==> src/rtl/iter_muldiv_unit.sv <==
// iter_muldiv_unit: iterative RV32M multiply/divide, one bit per cycle, with divide-by-zero/overflow fast path and flush abort
module iter_muldiv_unit #(
   parameter int WIDTH = 32
) (
   input  logic             clk,
   input  logic             reset,
   input  logic             start_i,
   input  logic             flush_i,
   input  logic [2:0]       func_i,
   input  logic [WIDTH-1:0] op_a_i,
   input  logic [WIDTH-1:0] op_b_i,
   output logic             ready_o,
   output logic             busy_o,
   output logic             done_o,
   output logic [WIDTH-1:0] result_o,
   output logic             zero_o,
   output logic             negative_o
);
   localparam int CW = $clog2(WIDTH + 1);
   localparam logic [WIDTH-1:0] MIN = {1'b1, {(WIDTH-1){1'b0}}};
   typedef enum logic [1:0] {IDLE, CALC, DONE} state_t;
   state_t state, state_nxt;
   logic [CW-1:0] count;
   logic [2:0] func_q;
   logic neg_q, fast_q;
   logic [WIDTH-1:0] hi, lo, opnd;
   logic accept, is_div, uns, sa, sb, div_zero, div_ovf, fast, neg;
   logic [WIDTH-1:0] ma, mb, fast_val, mag, mag_fix, fixed;
   logic [WIDTH:0] mul_sum, div_sh, div_diff;
   logic [2*WIDTH-1:0] prod, prod_fix;
   assign ready_o    = (state == IDLE) || (state == DONE);
   assign busy_o     = state == CALC;
   assign done_o     = state == DONE;
   assign zero_o     = result_o == '0;
   assign negative_o = result_o[WIDTH-1];
   always_comb begin
      accept   = start_i & ready_o & ~flush_i;
      is_div   = func_i[2];
      uns      = is_div ? func_i[0] : (func_i[1:0] == 2'd3);
      sa       = ~uns & op_a_i[WIDTH-1];
      sb       = ~uns & (func_i != 3'd2) & op_b_i[WIDTH-1];
      ma       = sa ? -op_a_i : op_a_i;
      mb       = sb ? -op_b_i : op_b_i;
      neg      = (is_div & func_i[1]) ? sa : (sa ^ sb);
      div_zero = is_div & (op_b_i == '0);
      div_ovf  = is_div & ~func_i[0] & (op_a_i == MIN) & (op_b_i == '1);
      fast     = div_zero | div_ovf;
      fast_val = div_zero ? (func_i[1] ? op_a_i : '1) : (func_i[1] ? '0 : op_a_i);
   end
   always_comb begin
      mul_sum  = {1'b0, hi} + (lo[0] ? {1'b0, opnd} : '0);
      div_sh   = {hi, lo[WIDTH-1]};
      div_diff = div_sh - {1'b0, opnd};
      prod     = {hi, lo};
      prod_fix = neg_q ? -prod : prod;
      mag      = func_q[1] ? hi : lo;
      mag_fix  = neg_q ? -mag : mag;
      fixed    = func_q[2] ? mag_fix : (func_q[1:0] == 2'd0) ? prod_fix[WIDTH-1:0] : prod_fix[2*WIDTH-1:WIDTH];
   end
   always_comb begin
      state_nxt = state;
      if (flush_i)
         state_nxt = IDLE;
      else if (state == CALC)
         state_nxt = (count == CW'(WIDTH)) ? DONE : CALC;
      else if (accept)
         state_nxt = CALC;
      else if (state == DONE)
         state_nxt = IDLE;
   end
   // Fast-path ops park in CALC with count preloaded to WIDTH so they finish on the next edge.
   always_ff @(posedge clk) begin
      if (reset) begin
         state    <= IDLE;
         count    <= '0;
         func_q   <= '0;
         neg_q    <= 1'b0;
         fast_q   <= 1'b0;
         hi       <= '0;
         lo       <= '0;
         opnd     <= '0;
         result_o <= '0;
      end else begin
         state <= state_nxt;
         if (accept) begin
            func_q <= func_i;
            neg_q  <= neg;
            fast_q <= fast;
            hi     <= '0;
            lo     <= fast ? fast_val : (is_div ? ma : mb);
            opnd   <= is_div ? mb : ma;
            count  <= fast ? CW'(WIDTH) : '0;
         end else if (state == CALC && !flush_i) begin
            if (count != CW'(WIDTH)) begin
               count <= count + 1'b1;
               hi    <= func_q[2] ? (div_diff[WIDTH] ? div_sh[WIDTH-1:0] : div_diff[WIDTH-1:0]) : mul_sum[WIDTH:1];
               lo    <= func_q[2] ? {lo[WIDTH-2:0], ~div_diff[WIDTH]} : {mul_sum[0], lo[WIDTH-1:1]};
            end else begin
               result_o <= fast_q ? lo : fixed;
            end
         end
      end
   end
endmodule
==> config.mk <==
export PLATFORM = sky130hd
export DESIGN_NAME = iter_muldiv_unit
export DESIGN_NICKNAME = d
export VERILOG_FILES = /design/src/rtl/iter_muldiv_unit.sv
export SDC_FILE = /design/constraint.sdc
export NUM_CORES = 1
export LEC_CHECK = 0
export CAP_MARGIN = 0
export CELL_PAD_IN_SITES_DETAIL_PLACEMENT = 0
export CELL_PAD_IN_SITES_GLOBAL_PLACEMENT = 2
export CORE_UTILIZATION = 38
export CTS_CLUSTER_SIZE = 28
export DETAILED_ROUTE_END_ITERATION = 16
export PLACE_DENSITY_LB_ADDON = 0.08
export SKIP_CTS_REPAIR_TIMING = 1
export SLEW_MARGIN = 20
export SYNTH_ARGS = -nofsm -noshare
export SYNTH_HDL_FRONTEND = slang
export SYNTH_SLANG_ARGS = --single-unit
==> constraint.sdc <==
create_clock -name clk -period 9.23 [get_ports clk]
set_clock_uncertainty 0.05 [all_clocks]
set_input_delay 2.769 -clock clk [delete_from_list [all_inputs] [get_ports clk]]
set_output_delay 2.769 -clock clk [all_outputs]
set_load 0.01 [all_outputs]
After elaboration in Yosys (flattened, before gate mapping)
Cells that the tools add are included.
Widths: inputs -> output; s select.
- register bits after elaboration: 141
- output and inout port bits: 37
- reductions and logical operators: 15
- eq/ne operators: 8
- add/sub/neg operators: 7
- mux-type cells: 31
- bitwise gates (word level): 18
- operators by type and width (cell ; number):
    $mux 32 ; 20
    $neg 32->32 ; 3
    $eq 32x32->1 const B ; 2
    $logic_not 32->1 ; 2
    $mux 64 ; 1
    $neg 64->64 ; 1
    $add 32x32->33 ; 1
    $sub 33x32->33 ; 1
    $mux 6 ; 4
    $and 1x1->1 ; 10
    $mux 2 ; 4
    $add 6x1->6 const B ; 1
    $eq 6x6->1 const B ; 1
    $ne 6x6->1 const B ; 1
    $not 1->1 ; 6
    $eq 2x2->1 const B ; 2
    $logic_not 2->1 ; 2
    $reduce_and 2->1 ; 2
    $reduce_bool 2->1 ; 2
    $reduce_or 2->1 ; 2
    $ne 3x2->1 const B ; 1
    $reduce_and 3->1 ; 1
    $reduce_bool 3->1 ; 1
    $eq 2x1->1 const B ; 1
    other kinds (6) ; 7

Depth between registers and ports, before layout
Gate-level depths: netlist of the first run.
- depth after elaboration: 9
- gate-level depth with buffers: 18
- depth with buffers taken out: 13

Worst setup path before layout of the first run
OpenSTA, ideal clock, no wires.
- kind: input -> register
- from: in op_b_i[10]
- to: reg lo[30]
- setup slack: 3811 ps
- required time: 9050 ps
- library setup time: 130 ps
- arrival: 5239 ps
- cell stages on the path: 10
- path through: or4_1 or3_1 nor3_2 nand4_1 nor4_1 buf_2 buf_2 nand2_1 o221ai_1 o21ai_0
- longest elaborated chain between the ends: 5
- elaborated cells between the ends (all ways): 11
- classes of those cells: add/sub: 1; eq/ne: 1; mux: 5; bitwise: 3; reduce/logical: 1
- ends and longest elaborated chain (item ; RTL line ; source):
    start: declaration ; 11 ; input logic [WIDTH-1:0] op_b_i,
    $neg 32->32 (tied with other cells) ; 43 ; mb = sb ? -op_b_i : op_b_i;
    $mux 32 (tied with other cells) ; 43 ;
    $mux 32 (tied with other cells) ; 90 ; lo <= fast ? fast_val : (is_div ? ma : mb);
    $mux 32 (*) ; 90 ;
    $mux 32 (*) ; 85 ; if (accept) begin
    end signal: assignment ; 90 ;
    end signal: assignment ; 97 ; lo <= func_q[2] ? {lo[WIDTH-2:0], ~div_diff[WIDTH]} : {mul_sum[0], lo[WIDTH-1:1]};
    end: declaration ; 26 ; logic [WIDTH-1:0] hi, lo, opnd;
Every way passes the cells marked *; elsewhere a longest branch is shown, timed or not.
A chain may end at the register's enable or synchronous reset.

Worst setup path in the final report of the first run
- from: in op_b_i[8]
- to: reg lo[6]
- longest elaborated chain between the ends: 5
- elaborated cells between the ends (all ways): 8
- classes of those cells: eq/ne: 1; mux: 3; bitwise: 3; reduce/logical: 1
- ends and longest elaborated chain (item ; RTL line):
    $eq 32x32->1 / $logic_not 32->1 (equally long branches) ; 46, 45
    $and 1x1->1 (on tied branches) ; 46, 45
    $or 1x1->1 / $mux 32 (equally long branches) ; 47, 48
    $mux 32 (*) ; 90
    $mux 32 (*) ; 85
Marks and branches as above.

==> results of run 1 <==
-- layer usage --
metal	part of all wire (%)	up-vias	routed length [um]	track usage, %
li1	-	8346	-	-
met1	47	8353	32120	44.99
met2	44	657	30090	48.90
met3	6.6	98	4544	5.228
met4	3.2	0	2199	11.50
met5	0	-	0	0
-- logic make-up (layout without fill, tap and decap cells) --
group | Yosys count | count (layout) | share of synthesized area, %
AND/OR/NAND/NOR | 800 | 800 | 23.95
AO/OA/AOI/OAI | 753 | 753 | 29.89
XOR/XNOR | 179 | 179 | 9.852
flip-flops | 141 | 141 | 17.74
adder cells (fa/ha/maj) | 76 | 76 | 6.070
multiplexers | 93 | 93 | 5.991
buffers and inverters | 266 | 255 | 6.510
-- sequential cells by signal, indices dropped and copies added (netlist names) --
| name | cells |
|---|---|
| count | 6 |
| state | 2 |
| neg_q | 1 |
| func_q | 3 |
| result_o | 32 |
| fast_q | 1 |
| hi | 32 |
| opnd | 32 |
| lo | 32 |
-- worst max-delay path, stage by stage --
cell             delay [ps]
clkdlybuf4s50_1         480
or4_1                   580
or3_1                   430
nor3_2                  520
nand4_1                 320
nor4_4                  650
buf_4                   390
a21oi_1                  80
a311o_1                 340
a21oi_1                 120
-- through the flow --
stage          setup slack (ps)  total power [W]  utilization (%)
6_report                   2880         0.002113            43.28
3_5_place_dp               1986         0.001434            41.92
5_1_grt                    2633         0.002214            43.28
4_1_cts                    2477         0.002108            43.24
3_3_place_gp               2090         0.001436            41.92
2_1_floorplan              3811         0.001187                -
-- layout by cell type (no fill, tap or decap), types with 30 or more instances in the layout --
master,n
nor2_1,246
o21ai_0,176
inv_1,74
a21o_1,41
o211ai_1,52
a21oi_1,221
or3_1,35
nand3_1,42
buf_4,40
a211oi_1,54
nor4_1,30
dfxtp_1,138
xnor2_1,97
mux2i_1,75
nor3_1,70
nand2_1,222
ha_1,74
xor2_1,81
o31ai_1,30
clkdlybuf4s50_1,105
-- power groups by stage --
stage / clock network, W / registers, W / logic (W)
6_report: 0.000675 / 0.000681 / 0.000757
3_5_place_dp: 0 / 0.000694 / 0.000741
2_1_floorplan: 0 / 0.000654 / 0.000533
4_1_cts: 0.000685 / 0.000680 / 0.000744
3_3_place_gp: 0 / 0.000694 / 0.000742
5_1_grt: 0.000713 / 0.000684 / 0.000818
-- area by class of cell --
cell class,count,area share [%]
clock buffer,20,2.567
clock inverter,12,0.4993
inverter,76,1.603
multi-input combinational,1901,68.04
sequential,141,15.90
tap,532,3.741
timing repair buffer,147,7.651
-- path summary, 6_finish.rpt --
kind	slack [ps]	from	to	cells after the start
min reg2reg	400	opnd[26]$_SDFFE_PP0P_	opnd[26]$_SDFFE_PP0P_	2
max reg2reg	4720	lo[31]$_SDFFE_PP0P_	lo[0]$_SDFFE_PP0P_	14
min	400	opnd[26]$_SDFFE_PP0P_	opnd[26]$_SDFFE_PP0P_	2
max	2880	op_b_i[8]	lo[6]$_SDFFE_PP0P_	10
==> results.cfg, run 1 <==
[power_and_ir_drop]
power_frac_comb_pct = 35.8
switching_power_w = 0.0008380
switching_share_pct = 39.65
p_per_area_nw_per_um2 = 118.8
seqPwrFrac_pct = 32.2
leakagePower_nw = 6.545
p_clk_share_pct = 32.0
p_int_w = 0.001275
ir_drop_mv = 0.09360

[sta]
hold_viol = 0
min_period_over_period_pct = 68.79
period_needed_ps = 6350
timing.fmax_mhz = 157.5
maxSlewViolCount = 0
finalSetupViolations = 0
relSlewSlack_pct = 30.34
tightestPinTransition_ps = 1045
rsz0062_at_grt = false
fin_tns_setup_ps = 0
hold_slack_ps = 402.6

[logic_synthesis]
syn_inst = 2308
syn_nets = 2455
synth.area.top_cells = dfxtp_1 (18%), a21oi_1 (7.0%), nor2_1 (5.9%)
ys_ff_latch = 141
netlist.area_leader.share_pct = 17.74
syn_area_sq_um = 15910
syn_avg_cell_area_sq_um = 6.895
synth.most_common_cell = nor2_1
async_flop_share_pct = 0
ys_warn_count = 0
ys.flop_type = dfxtp_1
yosys-top-cells-count = nor2_1 (251), nand2_1 (222), a21oi_1 (221)
synth-seq-area-share_pct = 17.74
yosysUniqueCellTypes = 81
synth_area_leader_cell = dfxtp_1
synth_edf_count = 0

[grt]
grt_max_degree = 95
grt_overflow = 0
grt_pass1_wl_um = 102300
grt_usage_pct = 32.02
grt_pass1_vias = 15996
antenna_found_initial = 1

[critical_path]
endpoint_kind = flip-flop
crit_fanout = 27
cp.arrival_ps = 6690
critical_path_class = input pin to flip-flop
cp.required_ps = 9570
start_kind = input pin

[drt]
viasPerCell = 6.170
antenna_left = 0
drc = 2
drtIter0Drc = 1532
drt_pass1_iterations = 11
dr_total_vias = 17454
drt_wl_total_um = 68950
wl_per_cell_um = 24.37

[layout]
fin_cells = 2829
nets = 2431
final_layout_size_suffix_gt1_share_pct = 5.703
design_area_sq_um = 17790
nFillCells = 4338
syn_to_final_growth_pct = 11.82
regArea_sq_um = 2829
diodes = 0
multi_input_comb_area_sq_um = 12110

[clocking]
cts_buffers = 17
htreeDepth = 4
worstSkewPairLatency_ps = 470
cts_root_buffer = clkbuf_16
clock-sinks = 141
clkSlewWorstSetupHoldPaths_ps = 70
cts_tree = done
clock_path_buffers = 2

[placement]
placed_cell_area_sq_um = 17230
routabilityCongestion = 0.9416
hpwl_um = 52090
dpl.cell_count = 2797
portBuffers = 107

[die]
die_w_um = 206.6
io_pins = 108
die_h_um = 206.6
placement_rows = 74
start_util_pct = 38.71
coreArea_sq_um = 41110
die_area_sq_um = 42700

[run]
maxCapViolCount = 0

[run_status]
status = finished, violations left
violations = design-rule violations

[worst_hold_path]
hold_path_class = flip-flop to flip-flop
Power figures use the tool's default switching activity.
==> run 2: changes to the inputs <==
- CORE_UTILIZATION: 38 -> 35
- clock period: 9.23 -> 6.66 ns (I/O delays scaled with it)
==> results.cfg, run 2 (synthesis gave the netlist of run 1 again) <==
[run_status]
status = completed

[clocking]
clkSlewWorstSetupHoldPaths_ps = 80
htreeDepth = 4
clock-sinks = 141
cts_buffers = 17
clock_path_buffers = 2
worstSkewPairLatency_ps = 480
cts_tree = done
cts_root_buffer = clkbuf_16

[drt]
dr_total_vias = 17569
antenna_left = 0
wl_per_cell_um = 24.44
viasPerCell = 6.062
drt_wl_total_um = 70830
drc = 0
drtIter0Drc = 1569
drt_pass1_iterations = 5

[die]
placement_rows = 77
io_pins = 108
die_h_um = 215.2
coreArea_sq_um = 44510
die_w_um = 215.2
start_util_pct = 35.75
die_area_sq_um = 46320

[layout]
nets = 2440
final_common_cell = nor2_1
syn_to_final_growth_pct = 12.88
layout_common_cells = nor2_1 (247), nand2_1 (222), a21oi_1 (221)
nFillCells = 4763
regArea_sq_um = 2829
diodes = 0
final_layout_size_suffix_gt1_share_pct = 6.071
multi_input_comb_area_sq_um = 12100

[power_and_ir_drop]
p_per_area_nw_per_um2 = 167.2
leakagePower_nw = 6.620
p_total_w = 0.003004
ir_drop_mv = 0.1228

[sta]
hold_viol = 0
min_period_over_period_pct = 77.87
finalSetupViolations = 0
rsz0062_at_grt = false
timing.fmax_mhz = 192.8
period_needed_ps = 5186
maxSlewViolCount = 0
tightestPinTransition_ps = 1104
fin_tns_setup_ps = 0
relSlewSlack_pct = 25.69
hold_slack_ps = 406.0

[critical_path]
cp.arrival_ps = 5460
critical_path_class = input pin to flip-flop
start_kind = input pin
crit_fanout = 9
cp.required_ps = 6940
endpoint_kind = flip-flop

[placement]
routabilityCongestion = 0.9341
hpwl_um = 53620
portBuffers = 107

[grt]
grt_usage_pct = 30.11
grt_overflow = 0
grt_max_degree = 93
grt_pass1_wl_um = 106800
antenna_found_initial = 0
grt_pass1_vias = 16542

[worst_hold_path]
hold_path_class = flip-flop to flip-flop

[run]
maxCapViolCount = 0
==> run 2: cell count changes in the layout (fill, tap and decap cells not counted), sizes merged <==
| cell | change |
|---|---|
| buf | +9 |
| clkinvlp | -5 |
| inv | +8 |
| clkbuf | -3 |
==> run 2: final timing paths <==
path                              start                    end  slack, ps  cells after the start
hold / removal    opnd[15]$_SDFFE_PP0P_  opnd[15]$_SDFFE_PP0P_        410                      2
setup / recovery              op_a_i[4]     lo[2]$_SDFFE_PP0P_       1470                     10
setup reg to reg    lo[31]$_SDFFE_PP0P_    hi[20]$_SDFFE_PP0P_       1800                     14
hold reg to reg   opnd[15]$_SDFFE_PP0P_  opnd[15]$_SDFFE_PP0P_        410                      2
==> run 2: layer usage <==
layer	track usage, %	vias up	share of wire [%]
met5	0	-	0
met4	9.527	0	3.0
met3	3.949	104	5.7
met2	47.81	639	45
met1	41.91	8459	47
li1	-	8367	-
==> run 2: cell type report <==
| cell class | count | area share [%] |
|---|---|---|
| Multi-Input combinational cell | 1901 | 67.34 |
| Sequential cell | 141 | 15.75 |
| Timing Repair Buffer | 156 | 8.025 |
| Tap cell | 592 | 4.124 |
| Clock buffer | 17 | 2.368 |
| Inverter | 76 | 1.588 |
| Clock inverter | 15 | 0.8080 |
==> run 2: power breakdown <==
| part | total [W] | internal, W | switching, W |
|---|---|---|---|
| clock | 0.000998 | 0.000498 | 0.000500 |
| combinational | 0.00107 | 0.000403 | 0.000663 |
| sequential | 0.000940 | 0.000874 | 0.0000656 |
==> run 2: through the flow <==
stage	worst slack [ps]	cell area, sq um	utilization, %	std cells
3_3_place_gp	1130	17390	39.06	2866
2_1_floorplan	1965	15910	-	2308
3_5_place_dp	1056	17390	39.07	2866
6_report	1474	17960	40.36	2898
5_1_grt	1261	17960	40.36	2898
4_1_cts	1550	17960	40.35	2898
==> run 2: worst max-delay path, stage by stage <==
cell and delay [ps]:
clkdlybuf4s50_1 490, or4_1 590, nor3_1 450, nand4_1 330, nor2_1 280, and4_1 490
nor2_1 330, buf_4 260, o211ai_1 110, a311oi_1 110
==> run 3: changes to the inputs <==
- CORE_UTILIZATION: 35 -> 31
- clock period: 6.66 -> 4.77 ns (I/O delays scaled with it)
==> results.cfg, run 3 (synthesis gave the netlist of run 1 again) <==
[run_status]
status = completed

[placement]
hpwl_um = 57670
placed_cell_area_sq_um = 18050
dpl.cell_count = 3015
place_ws_ps = 92.06
routabilityCongestion = 0.9276
portBuffers = 107

[worst_hold_path]
hold_path_end = opnd[10]$_SDFFE_PP0P_
min_from = opnd[10]$_SDFFE_PP0P_
whs_path_depth = 2
hold_path_class = flip-flop to flip-flop

[layout]
multi_input_comb_area_sq_um = 12090
syn_to_final_growth_pct = 17.34
design_area_sq_um = 18670
final_layout_size_suffix_gt1_share_pct = 8.716
diodes = 0
final_common_cell = nor2_1
layout_common_cells = nor2_1 (249), nand2_1 (222), a21oi_1 (221)
nFillCells = 5408
nets = 2509
fin_cells = 3047
regArea_sq_um = 2829

[grt]
grt_pass1_wl_um = 111400
grt_usage_pct = 28.18
grt_max_degree = 74
antenna_found_initial = 0
grt_overflow = 0
grt_pass1_vias = 16909

[power_and_ir_drop]
ir_drop_mv = 0.2788
p_per_area_nw_per_um2 = 231.7
switching_share_pct = 40.49
leakagePower_nw = 7.005
switching_power_w = 0.001751
seqPwrFrac_pct = 29.7
power_frac_comb_pct = 37.0
p_clk_share_pct = 33.3
p_int_w = 0.002574

[drt]
drt_wl_total_um = 74780
viasPerCell = 5.833
drc = 0
drt_pass1_iterations = 6
wl_per_cell_um = 24.54
dr_total_vias = 17774
drtIter0Drc = 1746
antenna_left = 0

[die]
coreArea_sq_um = 50380
io_pins = 108
die_h_um = 228.6
start_util_pct = 31.59
die_area_sq_um = 52240
die_w_um = 228.6
placement_rows = 82

[sta]
fin_tns_setup_ps = 0
period_needed_ps = 4179
hold_slack_ps = 413.0
finalSetupViolations = 0
rsz0062_at_grt = false
timing.fmax_mhz = 239.3
min_period_over_period_pct = 87.61
maxSlewViolCount = 0
setup_ws_ps = 591.0
hold_viol = 0
tightestPinTransition_ps = 957.7
relSlewSlack_pct = 36.15

[critical_path]
r2r_setup_slack_ps = 730
start_kind = input pin
endpoint_kind = flip-flop
crit_fanout = 27
cp.required_ps = 5140
r2r_cells = 11
crit_start = op_b_i[10]
reg2reg_from = func_q[1]$_SDFFE_PP0P_
critical_path_class = input pin to flip-flop
reg2reg_to = result_o[25]$_SDFFE_PP0P_
cp.arrival_ps = 4550

[clocking]
cts_root_buffer = clkbuf_16
clkSlewWorstSetupHoldPaths_ps = 70
clock-sinks = 141
clock_path_buffers = 2
htreeDepth = 4
cts_tree = done
worstSkewPairLatency_ps = 490
cts_buffers = 17

[run]
maxCapViolCount = 0
run 3: cell types whose count changed in the layout (fill, tap and decap cells not counted), sizes merged:
cell      previous run  this run
bufinv               0         1
inv                 84        82
buf                 51       120
clkinv               5         7
clkinvlp             2         1
run 3: worst max-delay path by stage:
stage,end,slack [ps],depth (start not counted)
after floorplan,result_o[26]$_SDFFE_PP0P_,70,18
after global placement,lo[1]$_SDFFE_PP0P_,160,11
after global routing,lo[5]$_SDFFE_PP0P_,300,12
after detailed placement,lo[25]$_SDFFE_PP0P_,90,11
final,lo[6]$_SDFFE_PP0P_,590,11
after CTS,lo[6]$_SDFFE_PP0P_,620,11
run 3: critical path: stages:
cell and delay [ps]:
clkdlybuf4s50_1 450, or4_1 580, or3_1 460, nor3_2 230
nand4_1 180, nor4_2 270, buf_4 230, buf_12 180
a21oi_1 50, a311o_1 330, a21oi_1 130
run 3: cell type report:
cell class,count,share of cell area [%]
Clock inverter,15,1.025
Timing Repair Buffer,225,10.76
Clock buffer,17,2.278
Multi-Input combinational cell,1901,64.75
Inverter,76,1.528
Sequential cell,141,15.15
Tap cell,672,4.503
run 3: layer usage:
metal,share of wire (%),GRT usage [%],vias up
met4,3.1,10.57,0
met5,0,0,-
met2,45,44.22,572
met1,48,39.51,8601
met3,4.7,2.869,97
li1,-,-,8504
run 3: power by group through the flow:
stage	Combinational [W]	Sequential [W]	Clock, W
3_3_place_gp	0.00158	0.00131	0
4_1_cts	0.00158	0.00128	0.00147
6_report	0.00160	0.00128	0.00144
3_5_place_dp	0.00158	0.00131	0
2_1_floorplan	0.00103	0.00127	0
5_1_grt	0.00173	0.00129	0.00152
run 3: through the flow:
stage	util (%)	total power, W
2_1_floorplan	-	0.002297
3_5_place_dp	35.84	0.002885
4_1_cts	37.06	0.004333
3_3_place_gp	35.84	0.002887
6_report	37.06	0.004325
5_1_grt	37.06	0.004532
